### src/rtl/halt_result_monitor.sv
// halt_result_monitor: snoops the register-file write port of the RISC core,
// detects program termination (HALT_VAL written to HALT_REG), shadows the
// return-value register, counts run cycles and raises a watchdog timeout.
// Optional feature macro: HALT_MON_TRACE_EN enables the RF write counter
// (wr_count); without it wr_count is tied to zero.
module halt_result_monitor #(
  parameter int unsigned DATA_W     = 32,
  parameter int unsigned ADDR_W     = 5,
  parameter int unsigned HALT_REG   = 1,
  parameter int unsigned HALT_VAL   = 1,
  parameter int unsigned RESULT_REG = 2,
  parameter int unsigned CYC_W      = 16,
  parameter int unsigned TIMEOUT    = 500
) (
  input  logic              i_clk,
  input  logic              i_rst_n,
  input  logic              i_start,
  input  logic              i_clear,
  input  logic              i_rf_we,
  input  logic [ADDR_W-1:0] i_rf_waddr,
  input  logic [DATA_W-1:0] i_rf_wdata,
  output logic              o_running,
  output logic              o_done,
  output logic              o_timed_out,
  output logic [DATA_W-1:0] o_result,
  output logic [CYC_W-1:0]  o_cycles,
  output logic [CYC_W-1:0]  o_wr_count
);

  typedef enum logic [1:0] {
    S_IDLE    = 2'd0,
    S_RUN     = 2'd1,
    S_HALTED  = 2'd2,
    S_TIMEOUT = 2'd3
  } state_t;

  state_t              r_state;
  state_t              w_state_nxt;
  logic                r_running;
  logic                r_done;
  logic                r_timed_out;
  logic [DATA_W-1:0]   r_result;
  logic [DATA_W-1:0]   w_result_nxt;
  logic [CYC_W-1:0]    r_cycles;
  logic [CYC_W-1:0]    w_cycles_nxt;

  logic                w_wr_nz;
  logic                w_res_wr;
  logic                w_halt_wr;
  logic                w_at_limit;

  // Write-port decode; address 0 is never a real write.
  always_comb begin
    w_wr_nz    = i_rf_we && (i_rf_waddr != '0);
    w_res_wr   = w_wr_nz && (i_rf_waddr == ADDR_W'(RESULT_REG));
    w_halt_wr  = w_wr_nz && (i_rf_waddr == ADDR_W'(HALT_REG))
                         && (i_rf_wdata == DATA_W'(HALT_VAL));
    w_at_limit = (r_cycles == CYC_W'(TIMEOUT - 1));
  end

  // Next state plus next result/cycle values; clear overrides everything.
  always_comb begin
    w_state_nxt  = r_state;
    w_result_nxt = r_result;
    w_cycles_nxt = r_cycles;
    if (i_clear) begin
      w_state_nxt = S_IDLE;
    end else begin
      case (r_state)
        S_IDLE: begin
          if (w_res_wr) w_result_nxt = i_rf_wdata;
          if (i_start) begin
            w_state_nxt  = S_RUN;
            w_cycles_nxt = '0;
            if (!w_res_wr) w_result_nxt = '0;
          end
        end
        S_RUN: begin
          if (r_cycles != '1) w_cycles_nxt = r_cycles + CYC_W'(1);
          if (w_res_wr) w_result_nxt = i_rf_wdata;
          // Halt wins over a coincident watchdog expiry.
          if (w_halt_wr)       w_state_nxt = S_HALTED;
          else if (w_at_limit) w_state_nxt = S_TIMEOUT;
        end
        default: ;
      endcase
    end
  end

  // State register.
  always_ff @(posedge i_clk or negedge i_rst_n) begin
    if (!i_rst_n) r_state <= S_IDLE;
    else          r_state <= w_state_nxt;
  end

  // Registered status flags, result shadow and cycle counter.
  always_ff @(posedge i_clk or negedge i_rst_n) begin
    if (!i_rst_n) begin
      r_running   <= 1'b0;
      r_done      <= 1'b0;
      r_timed_out <= 1'b0;
      r_result    <= '0;
      r_cycles    <= '0;
    end else begin
      r_running   <= (w_state_nxt == S_RUN);
      r_done      <= (w_state_nxt == S_HALTED);
      r_timed_out <= (w_state_nxt == S_TIMEOUT);
      r_result    <= w_result_nxt;
      r_cycles    <= w_cycles_nxt;
    end
  end

`ifdef HALT_MON_TRACE_EN
  logic [CYC_W-1:0] r_wr_count;
  logic [CYC_W-1:0] w_wr_count_nxt;

  // Count non-zero-address writes while running, saturating.
  always_comb begin
    w_wr_count_nxt = r_wr_count;
    if (!i_clear) begin
      if (r_state == S_IDLE && i_start) begin
        w_wr_count_nxt = '0;
      end else if (r_state == S_RUN && w_wr_nz && r_wr_count != '1) begin
        w_wr_count_nxt = r_wr_count + CYC_W'(1);
      end
    end
  end

  // Write counter register.
  always_ff @(posedge i_clk or negedge i_rst_n) begin
    if (!i_rst_n) r_wr_count <= '0;
    else          r_wr_count <= w_wr_count_nxt;
  end

  assign o_wr_count = r_wr_count;
`else
  assign o_wr_count = '0;
`endif

  assign o_running   = r_running;
  assign o_done      = r_done;
  assign o_timed_out = r_timed_out;
  assign o_result    = r_result;
  assign o_cycles    = r_cycles;

endmodule

### config.mk
export PLATFORM = sky130hd
export DESIGN_NAME = halt_result_monitor
export DESIGN_NICKNAME = d
export VERILOG_FILES = /design/src/rtl/halt_result_monitor.sv
export SDC_FILE = /design/constraint.sdc
export NUM_CORES = 1
export LEC_CHECK = 0
export ABC_AREA = 1
export CAP_MARGIN = 30
export CELL_PAD_IN_SITES_DETAIL_PLACEMENT = 0
export CELL_PAD_IN_SITES_GLOBAL_PLACEMENT = 2
export CORE_UTILIZATION = 25
export CTS_CLUSTER_SIZE = 10
export DETAILED_ROUTE_END_ITERATION = 10
export PLACE_DENSITY = 0.8
export REMOVE_ABC_BUFFERS = 1
export SLEW_MARGIN = 20
export SYNTH_ARGS = -nofsm -noshare
export SYNTH_HDL_FRONTEND = slang
export SYNTH_SLANG_ARGS = --single-unit
export TNS_END_PERCENT = 10
### constraint.sdc
create_clock -name i_clk -period 4.3 [get_ports i_clk]
set_clock_uncertainty 0.05 [all_clocks]
set_input_delay 0.86 -clock i_clk [delete_from_list [all_inputs] [get_ports i_clk]]
set_output_delay 0.86 -clock i_clk [all_outputs]
set_load 0.05 [all_outputs]
After elaboration in Yosys (flattened, before gate mapping)

Cells that the tools add are included.

Register bits: 53
Logic and storage cells: 40

$add $sub $neg: 1
Equal/unequal tests: 11
Mux-type cells: 12
Bitwise gates (word level): 1
Reduce and logical (&&, ||, !) cells: 9

Operator list:

| kind                    | number |
|---|---|
| $mux W32                | 3 |
| $pmux W32 S2            | 1 |
| $eq A32 B1 Y1 const B   | 1 |
| $mux W16                | 2 |
| $pmux W16 S2            | 1 |
| $add A16 B1 Y16 const B | 1 |
| $eq A16 B9 Y1 const B   | 1 |
| $ne A16 B16 Y1 const B  | 1 |
| $mux W2                 | 4 |
| $eq A5 B1 Y1 const B    | 1 |
| $eq A5 B2 Y1 const B    | 1 |
| $reduce_bool A5 Y1      | 1 |
| $eq A2 B1 Y1 const B    | 2 |
| $eq A2 B2 Y1 const B    | 2 |
| $logic_and A1 B1 Y1     | 4 |
| $ne A2 B2 Y1 const B    | 2 |
| $pmux W2 S2             | 1 |
| $reduce_and A4 Y1       | 1 |
| $logic_not A2 Y1        | 1 |
| $reduce_and A2 Y1       | 1 |
| $reduce_bool A2 Y1      | 1 |
| $not A1 Y1              | 1 |

Depth between registers and ports, before layout

Gate-level depths: netlist of run 1.

Word-level depth: 8
Mapped depth: 10

Worst setup path after synthesis of run 1

No wires, ideal clock.

Kind: register -> register
From: register r_cycles[0] (netlist: o_cycles[0])
To: register r_cycles[11] (netlist: o_cycles[11])
Arrival: 1801 ps
Path slack: 2322 ps
Cell stages (with the launch flop): 9
Buffers on the path: 2
Path through: dfrtp_1 -> ha_1 -> nand2_1 -> nor3_4 -> nand4_1 -> nand2_1 -> buf_6 -> buf_6 -> o21ai_0

Word-level cells in the longest chain between the ends: 3

RTL lines:

| item                                                     | RTL line | text |
|---|---|---|
| start: declaration                                       | 44       | `logic [CYC_W-1:0] r_cycles;` |
| start signal: assignment                                 | 109      | `r_cycles <= w_cycles_nxt;` |
| $add A16 B1 Y16 / $ne A16 B16 Y1 (equally long branches) | 79       | `if (r_cycles != '1) w_cycles_nxt = r_cycles + CYC_W'(1);` |
| $mux W16 / $ne A2 B2 Y1 (equally long branches)          | n/a      |  |
| $pmux W16 S2 / $reduce_and A4 Y1 (equally long branches) | n/a      |  |

Parallel ways exist; a longest one is shown, timed or not. The select of a mux whose other input is x is not followed.
A chain may end at the register's enable or synchronous reset.

Worst setup path in the final report of run 1

From: register r_cycles[8] (netlist: o_cycles[8])
To: output o_cycles[8]

RTL lines:

| item             | RTL line | text |
|---|---|---|
| end: declaration | 26       | `output logic [CYC_W-1:0] o_cycles,` |

No word-level cell between the ends.

==> results of run 1 <==
-- power groups by stage --
stage | registers [W] | clock network, W | logic (W)
after floorplan | 0.000584 | 0 | 0.0000789
after global placement | 0.000536 | 0 | 0.000227
after detailed placement | 0.000537 | 0 | 0.000227
after CTS | 0.000527 | 0.000441 | 0.000228
after global routing | 0.000529 | 0.000458 | 0.000245
final | 0.000526 | 0.000423 | 0.000224
-- cells in the mapped netlist --
master and number:
inv_1 87, nand2_1 71, dfrtp_1 53, nor2_1 51, o22ai_1 32, buf_4 16
nand3_1 16, o21ai_0 13, nand4_1 11, buf_2 4, clkbuf_1 4, xor2_1 4
buf_6 2, nor3_1 2, o21bai_1 2, xnor2_1 2, a21oi_1 1, conb_1 1
ha_1 1, nor2_4 1, nor3_4 1, o21ai_2 1, or2_2 1
-- logic make-up (layout without fill, tap and decap cells) --
kind of cell	count (synthesis)	after routing	synth area share (%)
compound gates	49	49	10.3
xor+xnor	6	6	1.85
fa+ha+maj	1	1	0.440
other cells	1	16	0.132
buf+inv	113	190	17.7
simple gates	154	154	22.9
flops	53	53	46.6
-- cell usage in the layout, fill, tap and decap left out, drive strengths merged, types with 6 or more instances in the layout --
cell	n
nor2	52
o22ai	32
conb	16
clkdlybuf4s50	91
dfrtp	53
nand2	71
inv	88
nand3	16
o21ai	14
nand4	11
clkbuf	6
-- per-layer routing --
layer  up-vias  wire [um]  track usage [%]
li1       1317          -                -
met1      1200       3590             18.7
met2        59       3750             22.7
met3         5        265             1.55
met4         0         79             4.05
met5         -          0                0
-- sequential cells by signal, indices dropped and copies added, names as in the netlist --
name	cells
r_state	2
o_running	1
o_cycles	16
o_timed_out	1
o_result	32
o_done	1
-- through the flow --
stage               worst slack [ns]  hold WS (ns)  cell area (um2)  power [W]  std cells
floorplan                       1.56         0.514             2720   0.000663        366
CTS                             1.75         0.487             3990    0.00119        609
detailed placement              1.53         0.473             3840   0.000763        601
finish                          1.76         0.484             3990    0.00117        609
global placement                1.57         0.470             3840   0.000763        601
global route                    1.49         0.504             3990    0.00123        609
-- final cells by class --
| cell class | count | area [um2] | area share [%] |
|---|---|---|---|
| tap | 140 | 175 | 4.39 |
| inverter | 87 | 327 | 8.18 |
| clock inverter | 2 | 16.3 | 0.408 |
| multi-input combinational | 226 | 1070 | 26.8 |
| sequential | 53 | 1330 | 33.2 |
| clock buffer | 6 | 139 | 3.48 |
| timing repair buffer | 95 | 938 | 23.5 |
-- worst min-delay path by stage --
| stage | from | end | slack (ns) | depth (start not counted) |
|---|---|---|---|---|
| 6_report | o_result[0] | o_result[0] | 0.48 | 2 |
| 3_3_place_gp | o_result[2] | o_result[2] | 0.47 | 2 |
| 2_1_floorplan | i_rst_n | o_cycles[0] | 0.51 | 0 |
| 4_1_cts | o_result[2] | o_result[2] | 0.49 | 2 |
| 3_5_place_dp | o_result[2] | o_result[2] | 0.47 | 2 |
| 5_1_grt | o_result[14] | o_result[14] | 0.50 | 2 |
==> qor.yml, run 1 <==
final_layout:
  num_antenna_cells: 0
  fin_nets: 511
  n_fill_cell: 1141
  syn2layout_area_growth_pct: 40.3
  fin_util_pct: 36.3
  drive_gt1_share_pct: 3.41
placed_design:
  gp_congestion: 0.773
  io_buffers: 92
  dp_hpwl_um: 5780
worst_setup_path:
  r2r_end: "o_cycles[8]"
  endpoint_kind: "output pin"
  crit_type: "reg2out"
  crit_required_ns: 3.39
  cpLargestDelayFamily: "buffers and inverters"
  rrSetupSlack_ns: 1.86
  regToRegStartpoint: "o_cycles[0]"
  cp.depth: 1
  crit_chain: "clkdlybuf4s50_1"
  worst_setup_path_start_kind: "register"
  max_stage_delay_ns: 0.86
  cp.buffers_inverters: 1
  critPathLaunch: "o_cycles[8]"
  arrival_ns: 1.63
  cp_slowest_cell: "clkdlybuf4s50_1"
  worstPathMaxFanout: 6
  r2r_cells: 8
  crit_end: "o_cycles[8]"
clocking:
  root_buffer: "clkbuf_16"
  cts_sinks: 53
  ctsHoldBuffers: 0
  cts_resized: 0
  post_cts_buffers: 0
  cts_tree: "done"
  clk-insertion-delay-late_ns: 0.29
  cts_max_level: 2
  clk_pin_slew_ns: 0.07
  clock_path_buffers: 2
  cts_buffers: 5
logic_synthesis:
  synth_top_area_cell: "dfrtp_1"
  syn-cell-area_um2: 2840
  yosys_warnings: 0
  netlist_instances: 377
  ys_ff_latch: 53
  syn_avg_cell_area_um2: 7.54
  synth_cell_type_count: 23
  yosysSeqAreaShare_pct: 46.6
  synth.area.top_cells: "dfrtp_1 47%, inv_1 11%, nand2_1 9.4%"
  post-synth-top-area-fraction_pct: 46.6
routing:
  detail_route.first_pass.iterations: 4
  dr.first_iter.drc_count: 120
  avgViaCountPerCell: 4.24
  avgRoutedWirePerCell_um: 12.6
  drt_drc_violations_left: 0
  routed_wl_um: 7690
  detail-route-antenna-nets: 0
  num_vias: 2581
floorplan:
  num_rows: 38
  start_util_pct: 25.9
  chipWidth_um: 109
  die_area_um2: 11800
  die_height_um: 109
  core_um2: 11000
  io_pins: 109
timing:
  max_freq_ghz: 0.394
  final_max_slew_viol_count: 0
  rsz0062_at_grt: "no"
  setup-tns-final_ns: 0
  setup_viol: 0
  worst_slew_pin_slew_ns: 0.794
  period_minus_slack_ns: 2.54
  fin_crit_sh_pct: 59.0
  hold_viol_final: 0
  maxSlewHeadroom_pct: 46.9
global_route:
  first_global_vias: 2521
  antenna_found_initial: 0
  grt_max_degree: 34
  globalRouteTotalUtil_pct: 13.7
  grt_first_pass_wirelength_um: 12400
  overflow: 0
worst_hold_path:
  hold_class: "reg2reg"
power:
  power.internal_w: 0.000823
  swShare_pct: 29.9
  pwr-share-seq_pct: 44.8
  ir_drop_mv: 0.147
  total_leakage_power_nw: 1.83
  switchingPower_w: 0.000350
  comb_power_share_pct: 19.1
  p_per_area_nw_per_um2: 294
  clockPowerShare_pct: 36.0
status:
  outcome: "finished, final reports clean"
job:
  drv_cap: 0
No activity file was read; power rests on OpenSTA's default activity.
==> run 2, diff against run 1 <==
- CORE_UTILIZATION: 25 -> 21
- PLACE_DENSITY: 0.8 -> 0.71
- clock period: 4.3 -> 2.3 ns (I/O delays scaled with it)
==> run 2 against run 1 <==
Net effect: power up 90%; sequential power rose by 87%; critical path depth unchanged; count of clock-buffer cells in the layout did not move; register-to-register slack worse by 1.4 ns; design area rose by 2.4%; combinational power rose by 96%; die area is 19% higher; worst setup slack lost 1.7 ns; critical path type unchanged.
==> qor.yml, run 2 (synthesis results as in run 1) <==
global_route:
  antenna_found_initial: 0  # unchanged
  grt_first_pass_wirelength_um: 13400  # was 12400 um
  first_global_vias: 2555  # was 2521
  globalRouteTotalUtil_pct: 12.2  # was 13.7%
  grt_max_degree: 54  # was 34
  overflow: 0  # unchanged
final_layout:
  largest_reg_flops: 32  # unchanged
  final_cell_mix: "91 x clkdlybuf4s50_1, 87 x inv_1, 71 x nand2_1"  # unchanged
  syn2layout_area_growth_pct: 43.8  # was 40.3%
  num_antenna_cells: 0  # unchanged
  fin_nets: 513  # was 511
  mostFrequentLayoutCell: "clkdlybuf4s50_1"  # unchanged
  drive_gt1_share_pct: 3.82  # was 3.41%
  finalNonFillerCells: 647  # was 609
power:
  p_per_area_nw_per_um2: 547  # was 294 nW/um2
  total_leakage_power_nw: 1.86  # was 1.83 nW
  p_total_w: 0.00224  # was 0.00117 W
  ir_drop_mv: 0.306  # was 0.147 mV
floorplan:
  die_height_um: 118  # was 109 um
  core_um2: 13200  # was 11000 um2
  start_util_pct: 21.5  # was 25.9%
  num_rows: 42  # was 38
  chipWidth_um: 118  # was 109 um
  io_pins: 109  # unchanged
  die_area_um2: 14000  # was 11800 um2
clocking:
  root_buffer: "clkbuf_16"  # unchanged
  cts_sinks: 53  # unchanged
  cts_tree: "done"  # unchanged
  cts_buffers: 5  # unchanged
  post_cts_buffers: 0  # unchanged
  cts_max_level: 2  # unchanged
  clk-insertion-delay-late_ns: 0.30  # was 0.29 ns
  cts_resized: 0  # unchanged
  clk_pin_slew_ns: 0.08  # was 0.07 ns
  clock_path_buffers: 2  # unchanged
  ctsHoldBuffers: 0  # unchanged
worst_setup_path:
  crit_required_ns: 1.79  # was 3.39 ns
  endpoint_kind: "output pin"  # unchanged
  max_stage_delay_ns: 0.86  # about the same
  arrival_ns: 1.68  # was 1.63 ns
  crit_chain: "clkdlybuf4s50_1"  # unchanged
  crit_type: "reg2out"  # unchanged
  cpLargestDelayFamily: "buffers and inverters"  # unchanged
  worst_setup_path_start_kind: "register"  # unchanged
  cp_slowest_cell: "clkdlybuf4s50_1"  # unchanged
  cp.buffers_inverters: 1  # unchanged
  worstPathMaxFanout: 8  # was 6
placed_design:
  dp_hpwl_um: 5970  # was 5780 um
  place_ws_ns: 0.336  # was 1.53 ns
  gp_congestion: 0.760  # was 0.773
  placed_cells: 639  # was 601
  io_buffers: 92  # unchanged
worst_hold_path:
  hold_class: "in2async"  # was reg2reg
timing:
  rsz0062_at_grt: "no"  # unchanged
  hold_viol_final: 0  # unchanged
  layout_setup_ws_ns: 0.111  # was 1.76 ns
  final_max_slew_viol_count: 0  # unchanged
  max_freq_ghz: 0.457
  maxSlewHeadroom_pct: 63.7  # was 46.9%
  holdWs_ns: 0.0885  # was 0.484 ns
  period_minus_slack_ns: 2.19
  worst_slew_pin_slew_ns: 0.542  # was 0.794 ns
  setup_viol: 0  # unchanged
  fin_crit_sh_pct: 95.2
routing:
  detail-route-antenna-nets: 0  # unchanged
  dr.first_iter.drc_count: 77  # was 120
  num_vias: 2569  # was 2581
  detail_route.first_pass.iterations: 4  # unchanged
  avgRoutedWirePerCell_um: 12.5  # was 12.6 um
  routed_wl_um: 8090  # was 7690 um
  avgViaCountPerCell: 3.97  # was 4.24
  drt_drc_violations_left: 0  # unchanged
status:
  outcome: "finished, final reports clean"  # unchanged
job:
  drv_cap: 0  # unchanged
run 2: cell types whose count changed in the layout (fill, tap and decap cells not counted):
cell / previous run / this run
buf_12: 0 / 3
buf_4: 3 / 2
run 2: final cells by class:
cell class	instances	area (um2)
timing repair buffer	97	991
clock inverter	2	16.3
fill	1441	9150
multi-input combinational	226	1070
tap	176	220
clock buffer	6	139
inverter	87	327
sequential	53	1330
run 2: path summary, 6_finish.rpt:
kind                                   start           end  slack [ns]  cells after the start
worst max-delay path            o_cycles[11]  o_cycles[11]        0.11                      1
worst min-delay path                 i_rst_n  o_result[14]        0.09                      2
worst max register to register   o_cycles[0]   o_cycles[7]        0.45                      9
worst min register to register  o_result[30]  o_result[30]        0.48                      2
max in group asynchronous            i_rst_n   o_cycles[9]        1.85                      2
min in group i_clk              o_result[30]  o_result[30]        0.48                      2
run 2: metrics by stage:
step	setup TNS, ns	instance area (um2)	utilization [%]
2_1_floorplan	-1.32	2720	-
3_3_place_gp	0	3930	29.7
3_5_place_dp	0	3930	29.7
4_1_cts	0	4090	30.9
5_1_grt	0	4090	30.9
6_report	0	4090	30.9
run 2: routing by layer:
metal / GRT usage (%) / vias to the layer above / wire length (um)
met5: 0 / - / 0
met4: 4.03 / 0 / 110
met3: 1.98 / 8 / 275
met2: 20.4 / 61 / 3970
met1: 15.9 / 1179 / 3730
li1: - / 1321 / -
run 2: power by group:
group          internal (W)  leakage [nW]  total [W]  switching [W]
sequential         0.000959         0.733   0.000981      0.0000227
clock              0.000439        0.0735   0.000813       0.000375
combinational      0.000156          1.05   0.000440       0.000285
